`src/rtl/mem_arbiter.sv`:
```
// Main-memory sequencer for the 16-bit CPU: arbitrates I-fill, D-fill and D write-through.
// Optional macro ARB_ROUND_ROBIN_EN alternates fill grants between I and D sides.
module mem_arbiter #(
    parameter int ADDR_W    = 16,
    parameter int DATA_W    = 16,
    parameter int BLK_WORDS = 8
) (
    input  logic                         clk,
    input  logic                         rst_n,
    input  logic                         i_miss_req,
    input  logic [ADDR_W-1:0]            i_miss_addr,
    input  logic                         d_miss_req,
    input  logic [ADDR_W-1:0]            d_miss_addr,
    input  logic                         d_wr_req,
    input  logic [ADDR_W-1:0]            d_wr_addr,
    input  logic [DATA_W-1:0]            d_wr_data,
    output logic                         mem_en,
    output logic                         mem_wr,
    output logic [ADDR_W-1:0]            mem_addr,
    output logic [DATA_W-1:0]            mem_wdata,
    input  logic [DATA_W-1:0]            mem_rdata,
    input  logic                         mem_rvalid,
    output logic [DATA_W-1:0]            fill_data,
    output logic [$clog2(BLK_WORDS)-1:0] fill_word,
    output logic                         i_fill_we,
    output logic                         d_fill_we,
    output logic                         i_done,
    output logic                         d_done,
    output logic                         busy
);

    localparam int WORD_W = $clog2(BLK_WORDS);
    localparam int CNT_W  = WORD_W + 1;
    localparam logic [ADDR_W-1:0] OFS_MASK = ADDR_W'(2 * BLK_WORDS - 1);

    typedef enum logic [2:0] {
        S_IDLE,
        S_IFILL,
        S_DFILL,
        S_DWRITE,
        S_DONE
    } state_t;

    state_t             state;
    logic [ADDR_W-1:0]  base;
    logic [CNT_W-1:0]   issue_cnt;
    logic [CNT_W-1:0]   rcv_cnt;
    logic               last_d;
    logic               pick_d_fill;
    logic               filling;
    logic               rx;
    logic               last_rx;

    // Fill arbitration between the two miss requesters (write-through is handled first in IDLE).
    always_comb begin
        pick_d_fill = 1'b0;
`ifdef ARB_ROUND_ROBIN_EN
        pick_d_fill = d_miss_req && (!i_miss_req || !last_d);
`else
        pick_d_fill = d_miss_req;
`endif
    end

    assign filling = (state == S_IFILL) || (state == S_DFILL);
    assign rx      = mem_rvalid && filling;
    assign last_rx = rx && (rcv_cnt == CNT_W'(BLK_WORDS - 1));

    // Returning words go straight to the cache arrays; stale returns outside a fill are dropped.
    assign i_fill_we = mem_rvalid && (state == S_IFILL);
    assign d_fill_we = mem_rvalid && (state == S_DFILL);
    assign fill_data = rx ? mem_rdata : '0;
    assign fill_word = rx ? rcv_cnt[WORD_W-1:0] : '0;
    assign busy      = (state != S_IDLE);

    always_ff @(posedge clk or negedge rst_n) begin
        if (!rst_n) begin
            state     <= S_IDLE;
            base      <= '0;
            issue_cnt <= '0;
            rcv_cnt   <= '0;
            last_d    <= 1'b0;
            mem_en    <= 1'b0;
            mem_wr    <= 1'b0;
            mem_addr  <= '0;
            mem_wdata <= '0;
            i_done    <= 1'b0;
            d_done    <= 1'b0;
        end else begin
            mem_en <= 1'b0;
            mem_wr <= 1'b0;
            i_done <= 1'b0;
            d_done <= 1'b0;
            case (state)
                S_IDLE: begin
                    issue_cnt <= '0;
                    rcv_cnt   <= '0;
                    if (d_wr_req) begin
                        state <= S_DWRITE;
                    end else if (pick_d_fill) begin
                        state  <= S_DFILL;
                        base   <= d_miss_addr & ~OFS_MASK;
                        last_d <= 1'b1;
                    end else if (i_miss_req) begin
                        state  <= S_IFILL;
                        base   <= i_miss_addr & ~OFS_MASK;
                        last_d <= 1'b0;
                    end
                end
                S_IFILL, S_DFILL: begin
                    // Issue side runs ahead of the return side by the memory latency.
                    if (issue_cnt < CNT_W'(BLK_WORDS)) begin
                        mem_en    <= 1'b1;
                        mem_addr  <= base + ADDR_W'({issue_cnt, 1'b0});
                        issue_cnt <= issue_cnt + CNT_W'(1);
                    end
                    if (rx) begin
                        rcv_cnt <= rcv_cnt + CNT_W'(1);
                    end
                    if (last_rx) begin
                        state <= S_DONE;
                        if (state == S_IFILL) begin
                            i_done <= 1'b1;
                        end else begin
                            d_done <= 1'b1;
                        end
                    end
                end
                S_DWRITE: begin
                    if (issue_cnt == '0) begin
                        mem_en    <= 1'b1;
                        mem_wr    <= 1'b1;
                        mem_addr  <= d_wr_addr;
                        mem_wdata <= d_wr_data;
                        issue_cnt <= CNT_W'(1);
                    end else begin
                        state  <= S_DONE;
                        d_done <= 1'b1;
                    end
                end
                S_DONE: begin
                    state <= S_IDLE;
                end
                default: begin
                    state <= S_IDLE;
                end
            endcase
        end
    end

endmodule
```
`config.mk`:
```
export PLATFORM = sky130hd
export DESIGN_NAME = mem_arbiter
export DESIGN_NICKNAME = d
export VERILOG_FILES = /design/src/rtl/mem_arbiter.sv
export SDC_FILE = /design/constraint.sdc
export NUM_CORES = 1
export LEC_CHECK = 0
export BUFFER_PORTS_ARGS = -buffer_cell sky130_fd_sc_hd__buf_4
export CORE_ASPECT_RATIO = 0.6
export CORE_UTILIZATION = 50
export CTS_CLUSTER_DIAMETER = 60
export DETAILED_ROUTE_END_ITERATION = 8
export MAX_ROUTING_LAYER = met4
export PLACE_DENSITY = 0.86
export SYNTH_ARGS = -nofsm -noshare
export SYNTH_HDL_FRONTEND = slang
export SYNTH_SLANG_ARGS = --single-unit
export TNS_END_PERCENT = 20
```
`constraint.sdc`:
```
create_clock -name clk -period 3.56 [get_ports clk]
set_clock_uncertainty 0.05 [all_clocks]
set_input_delay 0.534 -clock clk [delete_from_list [all_inputs] [get_ports clk]]
set_output_delay 0.534 -clock clk [all_outputs]
set_load 0.1 [all_outputs]
```
==> metrics.csv, run 1 <==
metric,value,unit
#FFs+latches synth,59,
pin count of the biggest net entering global routing,60,
syn avg cell area,10.6,sq um
Clock Pin Slew Worst Setup and Hold Paths,0.06,ns
worst skew pair latency,0.34,ns
H-tree depth,3,
Die Wd,103,um
Tcrit/Tclk final,71.7,%
min Tclk post-route,2.55,ns
final instance area,0.00429,sq mm
Overflow after GRT,0,
Final #Nets,511,
Root Buffer,clkbuf_8,
sequential area share after synthesis,48.4,%
RSZ-0062 raised after global routing,false,
Critical Path Fanout Max,26,
Async SR Flop Fraction,100,%
# fillers,414,
Startpoint Class,flip-flop,
cell with the most instances after synthesis,dfrtp_1,
Post-synth EDFFs,0,
IO Pins,144,
Max Buffers Root-to-Sink,2,
mapped cell area,0.00305,sq mm
Starting Density,53.2,%
PortBufs,135,
Fin Setup TNS,0,ns
area share of the largest cell type after synthesis,48.4,%
Multi-input gate area,0.00146,sq mm
yosys synthesis warning count,0,
floorplan core area,0.00573,sq mm
cts bufs inserted,9,
WL per Instance,15.4,um
initial antenna violation count,0,
initial DRC count,125,
placed cell area,0.00409,sq mm
Crit Reg-Reg Endpoint,state[0]$_DFFE_PN0P_,
CTS tree,built,
first-pass GRT wire length,12300,um
drc violations,0,
Worst Tran Pin Value,1.04,ns
Post-Synthesis Cells,288,
Worst EP required,2.98,ns
detailed placer's ending HPWL,5920,um
fmax,392,MHz
cts repair resizes,0,
number of global-route vias before repair,2470,
Synth area leaders,"dfrtp_1, mux2_2, mux2i_1, and2_1, o21ai_0",
Worst EP arrival,1.97,ns
"top cells by count, synth","dfrtp_1, nor2_1, nand2_1",
Worst Reg-to-Reg Cells,4,
HP Class,primary input to async pin,
Sink Count,59,
Rows,21,
DRT antenna net count,0,
Antenna Cells,0,
Setup crit end kind,output port,
max cap viols,0,
R2R Setup Slk,1.03,ns
Post-CTS Setup Inserts,0,
DIE AREA,0.00642,sq mm
CTS Hold Bufs,0,
Cell variety after synth,50,
final wirelength,7790,um
syn_nets,379,
GP Congestion,0.802,
worst setup path class,flip-flop to output port,
outcome,finished clean,
drt first pass iters,5,
Sequential Area,0.00148,sq mm
RR Startpoint,state[2]$_DFFE_PN0P_,
routed vias,2679,
final setup vio count,0,
P&R area growth vs syn,40.6,%
die height,62.5,um
"area leader, netlist",dfrtp_1,
Global Route Usage Sum,26.3,%
layout cell share with drive strength beyond 1,43.3,%
vias per cell,5.30,
relative slew slack,30.3,%
final hold vios,0,
"Slew Viols, Final",0,
dominant synthesized flop cell,dfrtp_1,
## placed cells by master, fill, tap and decap left out, types with 7 or more instances in the layout
master / instances
a21oi_1: 10
a21oi_2: 8
and2_1: 19
buf_4: 137
clkbuf_8: 10
dfrtp_1: 59
inv_1: 7
mux2_2: 17
mux2i_1: 19
nand2_1: 22
nor2_1: 24
o21ai_0: 19
## worst max-delay path by stage
stage,from,end,slack [ns],cells after the start
detailed placement,state[2]$_DFFE_PN0P_,state[0]$_DFFE_PN0P_,1.06,4
global placement,state[2]$_DFFE_PN0P_,state[0]$_DFFE_PN0P_,1.11,4
CTS,state[0]$_DFFE_PN0P_,fill_data[15],1.01,5
floorplan,state[2]$_DFFE_PN0P_,d_fill_we,0.01,3
global route,state[2]$_DFFE_PN0P_,state[0]$_DFFE_PN0P_,0.87,4
finish,state[0]$_DFFE_PN0P_,fill_data[15],1.01,5
## registers in the layout, summed over array words and instances (netlist names)
| register | count |
|---|---|
| base | 12 |
| d_done | 1 |
| i_done | 1 |
| issue_cnt | 4 |
| mem_addr | 16 |
| mem_en | 1 |
| mem_wdata | 16 |
| mem_wr | 1 |
| rcv_cnt | 4 |
| state | 3 |
## metrics by stage
step | instances | setup slack [ns] | utilization [%] | hold WS, ns
finish | 505 | 1.01 | 74.9 | 0.185
global route | 505 | 0.873 | 74.9 | 0.253
CTS | 505 | 1.01 | 74.9 | 0.218
detailed placement | 489 | 1.06 | 71.5 | 0.420
global placement | 489 | 1.11 | 71.5 | 0.411
floorplan | 288 | 0.0108 | - | 0.188
## final cells by class
cell class	count	share of cell area, %
Clock inverter	5	1.23
Multi-Input combinational cell	206	34.1
Tap cell	80	2.33
Clock buffer	11	3.30
Timing Repair Buffer	137	24.0
Inverter	7	0.613
Sequential cell	59	34.4
## routing by layer
layer / up-vias / routed length, um / track usage (%)
met5: - / 0 / -
met4: 0 / 92 / 7.39
met3: 10 / 536 / 6.82
met2: 107 / 3580 / 39.1
met1: 1273 / 3580 / 35.7
li1: 1289 / - / -
## kinds of logic (layout without fill, tap and decap cells)
family | Yosys count | after routing | share of synthesized area (%)
flops | 59 | 59 | 48.4
compound gates | 63 | 63 | 14.0
buf+inv | 23 | 160 | 3.82
xor+xnor | 5 | 5 | 1.68
mux | 36 | 36 | 12.5
fa+ha+maj | 5 | 5 | 2.05
simple gates | 97 | 97 | 17.5
## worst max-delay path, stage by stage, from the launching register on
cell and delay [ns]:
dfrtp_1 0.50, xnor2_2 0.24, nor3b_2 0.17, buf_4 0.25, and2_1 0.17, buf_4 0.29
Power of run 1 is not shown: default switching activity piles up to over one toggle a cycle in this logic, so the estimate is an artifact.
==> inputs of run 2 (changes only) <==
--- a/config.mk
+++ b/config.mk
@@ -7,11 +7,11 @@
 export LEC_CHECK = 0
 export BUFFER_PORTS_ARGS = -buffer_cell sky130_fd_sc_hd__buf_4
 export CORE_ASPECT_RATIO = 0.6
-export CORE_UTILIZATION = 50
+export CORE_UTILIZATION = 47
 export CTS_CLUSTER_DIAMETER = 60
 export DETAILED_ROUTE_END_ITERATION = 8
 export MAX_ROUTING_LAYER = met4
-export PLACE_DENSITY = 0.86
+export PLACE_DENSITY = 0.82
 export SYNTH_ARGS = -nofsm -noshare
 export SYNTH_HDL_FRONTEND = slang
 export SYNTH_SLANG_ARGS = --single-unit
==> constraint.sdc (replaced) <==
create_clock -name clk -period 2.6 [get_ports clk]
set_clock_uncertainty 0.05 [all_clocks]
set_input_delay 0.39 -clock clk [delete_from_list [all_inputs] [get_ports clk]]
set_output_delay 0.39 -clock clk [all_outputs]
set_load 0.1 [all_outputs]
==> run 2 against run 1 <==
  * Via count is 1.4% lower
  * Critical path depth stayed put
  * Global-route usage decreased by 2.5 points
  * Design area is 1.1% higher
  * Flip-flop and latch count unchanged
  * Critical path type unchanged
==> metrics.csv, run 2 (synthesized netlist as in run 1, its figures left out) <==
metric,value,unit,change
outcome,finished clean,,
Worst Tran Pin Value,0.720,ns,-0.323 ns
Tcrit/Tclk final,92.4,%,
routed vias,2641,,-1.4%
IO Pins,144,,unchanged
vias per cell,5.15,,-3.0%
floorplan core area,0.00619,sq mm,+8.1%
"CP delay by family, top",buffers and inverters,,
H-tree depth,3,,unchanged
Max Buffers Root-to-Sink,2,,unchanged
layout cell share with drive strength beyond 1,44.3,%,+0.99 points
DIE AREA,0.00682,sq mm,+6.2%
P&R area growth vs syn,42.2,%,
min Tclk post-route,2.40,ns,
"Slew Viols, Final",0,,unchanged
Sink Count,59,,unchanged
CP cell instances,"xnor2_2, nor3b_2, buf_4, and2_1, buf_4",,
cts bufs inserted,9,,unchanged
Overflow after GRT,0,,unchanged
Global Route Usage Sum,23.8,%,-2.5 points
dpl cells,497,,+1.6%
Post-CTS Setup Inserts,0,,unchanged
HP Class,primary input to async pin,,
Antenna Cells,0,,unchanged
drt first pass iters,4,,-1
GRT met3 Usage,6.33,%,-0.50 points
Top Registers,"mem_addr (16), mem_wdata (16), base (12)",,
CTS tree,built,,
CP peak stage delay,0.51,ns,about the same
RSZ-0062 raised after global routing,false,,
drc violations,0,,unchanged
initial antenna violation count,0,,unchanged
buffer and inverter count on the worst path,2,,unchanged
die height,64.4,um,+3.0%
relative slew slack,52.0,%,+22 points
max cap viols,0,,unchanged
CP max stage cell,dfrtp_1,,
initial DRC count,233,,+86%
"commonest non-fill, non-tap cells in the layout","buf_4, dfrtp_1, nor2_1, nand2_1",,
first-pass GRT wire length,11900,um,-3.5%
Worst EP required,2.16,ns,-0.82 ns
Startpoint Class,flip-flop,,
WL per Instance,14.6,um,-5.2%
Final #Nets,515,,+0.78%
# fillers,481,,+16%
Setup crit end kind,output port,,
met1 usage,33.6,%,-2.1 points
"commonest non-fill, non-tap cell in the layout",buf_4,,
number of global-route vias before repair,2363,,-4.3%
final setup vio count,0,,unchanged
cts repair resizes,0,,unchanged
"Cell Count, Final, Fillers Out",513,,+1.6%
most frequent CP cell,buf_4,,
pin count of the biggest net entering global routing,60,,unchanged
Clock Pin Slew Worst Setup and Hold Paths,0.06,ns,about the same
worst setup path class,flip-flop to output port,,
CTS Hold Bufs,0,,unchanged
DRT antenna net count,0,,unchanged
Rows,22,,+4.8%
GRT Max-Usage Layer,met1,,
final hold vios,0,,unchanged
Critical Path Fanout Max,26,,unchanged
Fin Setup TNS,0,ns,unchanged
R2R Setup Slk,0.52,ns,-0.51 ns
Die Wd,106,um,+3.1%
GP Congestion,0.775,,-3.3%
PortBufs,135,,unchanged
fmax,416,MHz,
detailed placer's ending HPWL,5580,um,-5.7%
final wirelength,7490,um,-3.7%
worst skew pair latency,0.33,ns,about the same
met2 Use GR,33.5,%,-5.6 points
Worst EP arrival,1.96,ns,about the same
Root Buffer,clkbuf_8,,
Starting Density,49.2,%,-4.0 points
run 2: cell types whose count changed in the layout (fill, tap and decap cells not counted):
cell,before,now
inv_6,0,1
clkinv_2,3,2
nor3b_2,1,2
nor3b_1,2,1
clkbuf_1,1,0
buf_4,137,141
clkinvlp_4,1,2
run 2: final timing paths:
kind / from / end / cells past startpoint
min in group clk: d_wr_data[6] / mem_wdata[6]$_DFFE_PN0N_ / 2
max in group asynchronous: rst_n / mem_addr[13]$_DFFE_PN0P_ / 1
min: rst_n / rcv_cnt[0]$_DFFE_PN0P_ / 1
max reg2reg: state[2]$_DFFE_PN0P_ / state[0]$_DFFE_PN0P_ / 4
max: state[0]$_DFFE_PN0P_ / fill_data[6] / 5
min reg2reg: mem_addr[14]$_DFFE_PN0P_ / mem_addr[14]$_DFFE_PN0P_ / 2
run 2: per-stage QoR:
step	util (%)	setup WS, ns	area [sq um]	hold WS, ns
after floorplan	-	-0.264	3060	0.0444
after global placement	66.7	0.597	4130	0.414
after detailed placement	66.7	0.563	4130	0.423
after CTS	70.0	0.186	4340	0.0872
after global routing	70.0	0.0987	4340	0.117
final	70.0	0.199	4340	0.0507
run 2: worst register-to-register path, cell delays in order (launching register included):
cell	delay [ns]
dfrtp_1	0.53
or3_1	0.60
nand3b_1	0.28
o211ai_2	0.13
mux2_2	0.37
run 2: cell type report:
class | count | area (sq um) | area share, %
Clock inverter | 6 | 63.8 | 1.47
Clock buffer | 10 | 138 | 3.17
Inverter | 7 | 26.3 | 0.606
Tap cell | 84 | 105 | 2.42
Multi-Input combinational cell | 206 | 1470 | 33.9
Sequential cell | 59 | 1480 | 34.1
Timing Repair Buffer | 141 | 1060 | 24.4
run 2: routing by layer:
metal  vias to the layer above  part of all wire (%)
li1                       1300                     -
met1                      1226                    48
met2                       108                    44
met3                         7                   6.3
met4                         0                   1.1
met5                         -                     0
Power of run 2 is left out for the same reason.
